<file path="config.mk">
export PLATFORM = sky130hd
export DESIGN_NAME = max_frame_ctrl
export DESIGN_NICKNAME = d
export VERILOG_FILES = /design/src/rtl/max_frame_ctrl.sv
export SDC_FILE = /design/constraint.sdc
export NUM_CORES = 1
export LEC_CHECK = 0
export CORE_MARGIN = 2
export CORE_UTILIZATION = 35
export CTS_BUF_LIST = sky130_fd_sc_hd__clkbuf_16
export DETAILED_ROUTE_END_ITERATION = 8
export PLACE_DENSITY = 0.63
export SYNTH_ARGS = -nofsm -noshare
export SYNTH_HDL_FRONTEND = slang
export SYNTH_SLANG_ARGS = --single-unit
</file>
<file path="constraint.sdc">
create_clock -name clk -period 3.35 [get_ports clk]
set_input_delay 1.005 -clock clk [delete_from_list [all_inputs] [get_ports clk]]
set_output_delay 1.005 -clock clk [all_outputs]
set_load 0.01 [all_outputs]
</file>
<file path="src/rtl/max_frame_ctrl.sv">
// max_frame_ctrl
//
// Purpose:
//   Sequencing controller for a shared combinational max comparator.
//   It accepts unsigned samples over a valid/ready handshake and tracks the
//   frame maximum, the index of its first occurrence, and the sample count.
//   The comparator sees the running maximum on x and the incoming sample on y.
//   When a frame closes, the controller presents the result on a second
//   valid/ready handshake. The comparator itself is instantiated elsewhere.
//
// Parameters:
//   DATA_W    - sample width; must match the comparator width
//   FRAME_LEN - samples per full frame (1 .. 2**CNT_W - 1)
//   CNT_W     - width of the index and count fields
//
// Ports:
//   clk       in   rising-edge clock
//   rst_n     in   asynchronous active-low reset
//   in_valid  in   sample present
//   in_ready  out  controller can accept a sample (low only while a result is held)
//   in_data   in   unsigned sample
//   in_last   in   accepted sample closes the frame early
//   out_valid out  frame result held
//   out_ready in   consumer takes the result
//   out_max   out  frame maximum
//   out_index out  zero-based index of the first sample equal to out_max
//   out_count out  number of samples in the frame
//   cmp_x     out  comparator operand x (running maximum register)
//   cmp_y     out  comparator operand y (incoming sample)
//   cmp_max   in   comparator result: larger operand, or 0 when operands are equal

module max_frame_ctrl #(
  parameter int DATA_W    = 4,
  parameter int FRAME_LEN = 8,
  parameter int CNT_W     = 4
) (
  input  logic              clk,
  input  logic              rst_n,
  input  logic              in_valid,
  output logic              in_ready,
  input  logic [DATA_W-1:0] in_data,
  input  logic              in_last,
  output logic              out_valid,
  input  logic              out_ready,
  output logic [DATA_W-1:0] out_max,
  output logic [CNT_W-1:0]  out_index,
  output logic [CNT_W-1:0]  out_count,
  output logic [DATA_W-1:0] cmp_x,
  output logic [DATA_W-1:0] cmp_y,
  input  logic [DATA_W-1:0] cmp_max
);

  typedef enum logic [1:0] {
    IDLE  = 2'd0,
    ACCUM = 2'd1,
    HOLD  = 2'd2
  } state_t;

  localparam logic [CNT_W-1:0] FRAME_LEN_C = CNT_W'(FRAME_LEN);
  localparam logic [CNT_W-1:0] ONE_C       = CNT_W'(1);

  state_t              state;
  state_t              state_nxt;
  logic [DATA_W-1:0]   run_max;
  logic [DATA_W-1:0]   run_max_nxt;
  logic [CNT_W-1:0]    run_idx;
  logic [CNT_W-1:0]    run_idx_nxt;
  logic [CNT_W-1:0]    cnt;
  logic [CNT_W-1:0]    cnt_nxt;
  logic [CNT_W-1:0]    cnt_inc;
  logic                accept;
  logic                greater;

  // Handshake and comparator wiring. The comparator returns 0 on equal
  // operands, so "cmp_max equals the new sample" alone would misread a tie
  // on a zero sample; the extra inequality term makes only a strictly larger
  // sample count as a new maximum, which keeps the first occurrence.
  assign in_ready = (state != HOLD);
  assign accept   = in_valid && in_ready;
  assign cmp_x    = run_max;
  assign cmp_y    = in_data;
  assign greater  = (cmp_max == cmp_y) && (cmp_y != cmp_x);
  assign cnt_inc  = cnt + ONE_C;

  // The result fields are the running registers themselves, so they stay
  // put after the result handshake until the next frame opens.
  assign out_valid = (state == HOLD);
  assign out_max   = run_max;
  assign out_index = run_idx;
  assign out_count = cnt;

  // Next-state and datapath update. A frame opens on the first accepted
  // sample without consulting the comparator, then each further accepted
  // sample bumps the count and may replace the running maximum. The frame
  // closes on in_last or when the count reaches FRAME_LEN.
  always_comb begin
    state_nxt   = state;
    run_max_nxt = run_max;
    run_idx_nxt = run_idx;
    cnt_nxt     = cnt;

    case (state)
      IDLE: begin
        if (accept) begin
          run_max_nxt = in_data;
          run_idx_nxt = '0;
          cnt_nxt     = ONE_C;
          if ((FRAME_LEN == 1) || in_last) begin
            state_nxt = HOLD;
          end else begin
            state_nxt = ACCUM;
          end
        end
      end

      ACCUM: begin
        if (accept) begin
          if (greater) begin
            run_max_nxt = in_data;
            run_idx_nxt = cnt;
          end
          cnt_nxt = cnt_inc;
          if ((cnt_inc == FRAME_LEN_C) || in_last) begin
            state_nxt = HOLD;
          end
        end
      end

      HOLD: begin
        if (out_ready) begin
          state_nxt = IDLE;
        end
      end

      default: begin
        state_nxt = IDLE;
      end
    endcase
  end

  // State register. An asynchronous reset drops any open or held frame.
  always_ff @(posedge clk or negedge rst_n) begin
    if (!rst_n) begin
      state <= IDLE;
    end else begin
      state <= state_nxt;
    end
  end

  // Running maximum, first-occurrence index and sample count. These
  // registers drive the result outputs directly.
  always_ff @(posedge clk or negedge rst_n) begin
    if (!rst_n) begin
      run_max <= '0;
      run_idx <= '0;
      cnt     <= '0;
    end else begin
      run_max <= run_max_nxt;
      run_idx <= run_idx_nxt;
      cnt     <= cnt_nxt;
    end
  end

endmodule

</file>
==> metrics.cfg <==
[clocking]
clock_latency_ns = 0.24
cts_setup_buffers = 0
clk_path_buf_depth = 2
cts.sinks = 14
cts_tree = built
cts_hold_buf = 0
cts_buffers = 3
cts_resized = 0
cts_root_buf = clkbuf_16
h-tree-depth = 1
cts.clk_slew.worst_paths_ns = 0.05

[route]
drc = 0
routed_wirelength_mm = 2.24
drtIter0Drc = 16
drt_first_pass_iters = 4
vias = 830
wl_per_cell_um = 13.9
vias_per_cell = 5.16
antenna_left = 0

[power_and_ir_drop]
ir_drop_mv = 0.456
powerDensity_mw_per_mm2 = 696
p_leak_nw = 0.567

[worst_setup_path]
critPathTopFamily = buffers and inverters
crit_required_ns = 2.34
cpMaxStageDelayCell = clkdlybuf4s50_1
worstSetupStartpointType = input port
max_stage_delay_ns = 0.54
worstSetupPathType = input port to primary output
crit_fanout = 2
cp.arrival_ns = 2.03
crit_path_end_kind = primary output
worst-path-buf-inv = 2
cp_num_cells = 2
cp_common_cell = clkdlybuf4s50_1
rr_worst_depth = 4
cp_cell_sequence = clkdlybuf4s50_1 > clkdlybuf4s50_1

[timing]
setup_tns_ns = 0
worst_slew_pin_slew_ns = 0.688
finalSetupViolCount = 0
timing.fmax_ghz = 0.330
rsz0062_at_grt = no
final.min_clock_period_ns = 3.03
relSlewSlack = 0.540
slew_viol_final = 0
hold_viol_final = 0
min_period_over_period = 0.905
finalClockSkew_ns = 0.00138

[placement]
hpwl_mm = 1.67
port_buffers = 34
post-place-cells = 157
gp_congestion = 0.716

[synth]
postSynthAreaPerCell_um2 = 9.75
syn-num-nets = 114
synth.distinct_cells = 31
ys_seq_elements = 14
syn_inst = 100
synth_top_flop_cell = dfrtp_1
ys_warn_count = 0
synth.yosys.seq_area_share = 0.359
synth_top_area_share = 0.359
synthArstFlopShare = 1.00
syn_area_um2 = 975
synth_edf_count = 0
synth.largest_area_cell = dfrtp_1
ys_top_cells_by_area = dfrtp_1, o211ai_1, nand2_1, buf_4, o311ai_2

[die]
rows = 19
die_h_um = 56.8
pin_count = 35
die_w_um = 56.8
die-area_mm2 = 0.00322
initial_core_util = 0.360
core_area_mm2 = 0.00271

[grt]
antenna_found_initial = 0
grt_pass1_wl_mm = 3.70
grt_use_total = 0.148
gr-total-overflow = 0
grt_pass1_vias = 793
grt_max_degree = 18

[final_layout]
fin_nets = 145
n_fill_cell = 250
final_common_cell = clkdlybuf4s50_1
mostFrequentLayoutCells = clkdlybuf4s50_1, nand2_1, dfrtp_1
diodes = 0
area_delta_synth_final_pct = 41.0
layout-drive-gt1-share = 0.138
final_cells = 161

[flow_run]
maxCapViolCount = 0

[hold_path]
hp-class = register to register
hold_depth = 1

[run_status]
status = finished clean

[path summary, 6_finish.rpt]
| path | from | slack, ns | to |
|---|---|---|---|
| max in group asynchronous | rst_n | 1.78 | cmp_x[0] |
| min | state[1] | 0.52 | state[1] |
| min reg2reg | state[1] | 0.52 | state[1] |
| min in group asynchronous | rst_n | 1.16 | out_count[0] |
| max | in_data[1] | 0.32 | cmp_y[1] |
| max reg2reg | cmp_x[1] | 1.55 | out_index[0] |
[synth_stat cells, drive strengths merged (2+ instances only)]
library cell and count:
a21oi 6, and3 4, buf 12, dfrtp 14
inv 3, nand2 17, nand3 3, o211ai 12
o21ai 2, o311ai 4, xnor2 4, xor2 4
[metrics by stage]
step | power, mW | instance area (µm²) | util | hold WS (ns) | worst slack (ns)
2_1_floorplan | 0.541 | 975 | - | 0.482 | 1.19
3_3_place_gp | 0.723 | 1290 | 0.478 | 0.505 | 0.312
3_5_place_dp | 0.736 | 1290 | 0.478 | 0.512 | 0.271
4_1_cts | 0.965 | 1370 | 0.507 | 0.515 | 0.308
5_1_grt | 1.02 | 1370 | 0.507 | 0.553 | 0.289
6_report | 0.957 | 1370 | 0.507 | 0.523 | 0.318
[state kept, by name (all words and copies together), names as in the netlist]
signal     count
cmp_x          4
out_count      4
out_index      4
state          2
[where the power goes]
part	switching (mW)	internal (mW)
combinational	0.172	0.242
clock	0.0684	0.158
sequential	0.0870	0.229
[worst register-to-register path, cell delays in order (launching register included)]
cell and delay (ns):
dfrtp_1 0.42, xor2_1 0.19, nor4_4 0.29, or2_0 0.56, o311ai_2 0.20
[final cells by class]
type	instances	area, µm²	share of cell area
Clock inverter	1	3.75	0.00273
Inverter	3	11.3	0.00820
Sequential cell	14	350	0.255
Tap cell	31	38.8	0.0282
Multi-Input combinational cell	70	517	0.376
Timing Repair Buffer	39	378	0.275
Clock buffer	3	75.1	0.0546
[metal layers]
layer	track usage	routed length, µm
met1	0.194	1010
met3	0.0415	88
met5	0	0
met2	0.243	1140
met4	0.0299	6
[logic make-up after synthesis]
kind of cell,share of synthesized area
multiplexers,0.0218
adder cells (fa/ha/maj),0.0128
flip-flops,0.359
buffers and inverters,0.110
AO/OA/AOI/OAI,0.246
XOR/XNOR,0.0719
AND/OR/NAND/NOR,0.177
(Power assumes the default switching activity.)
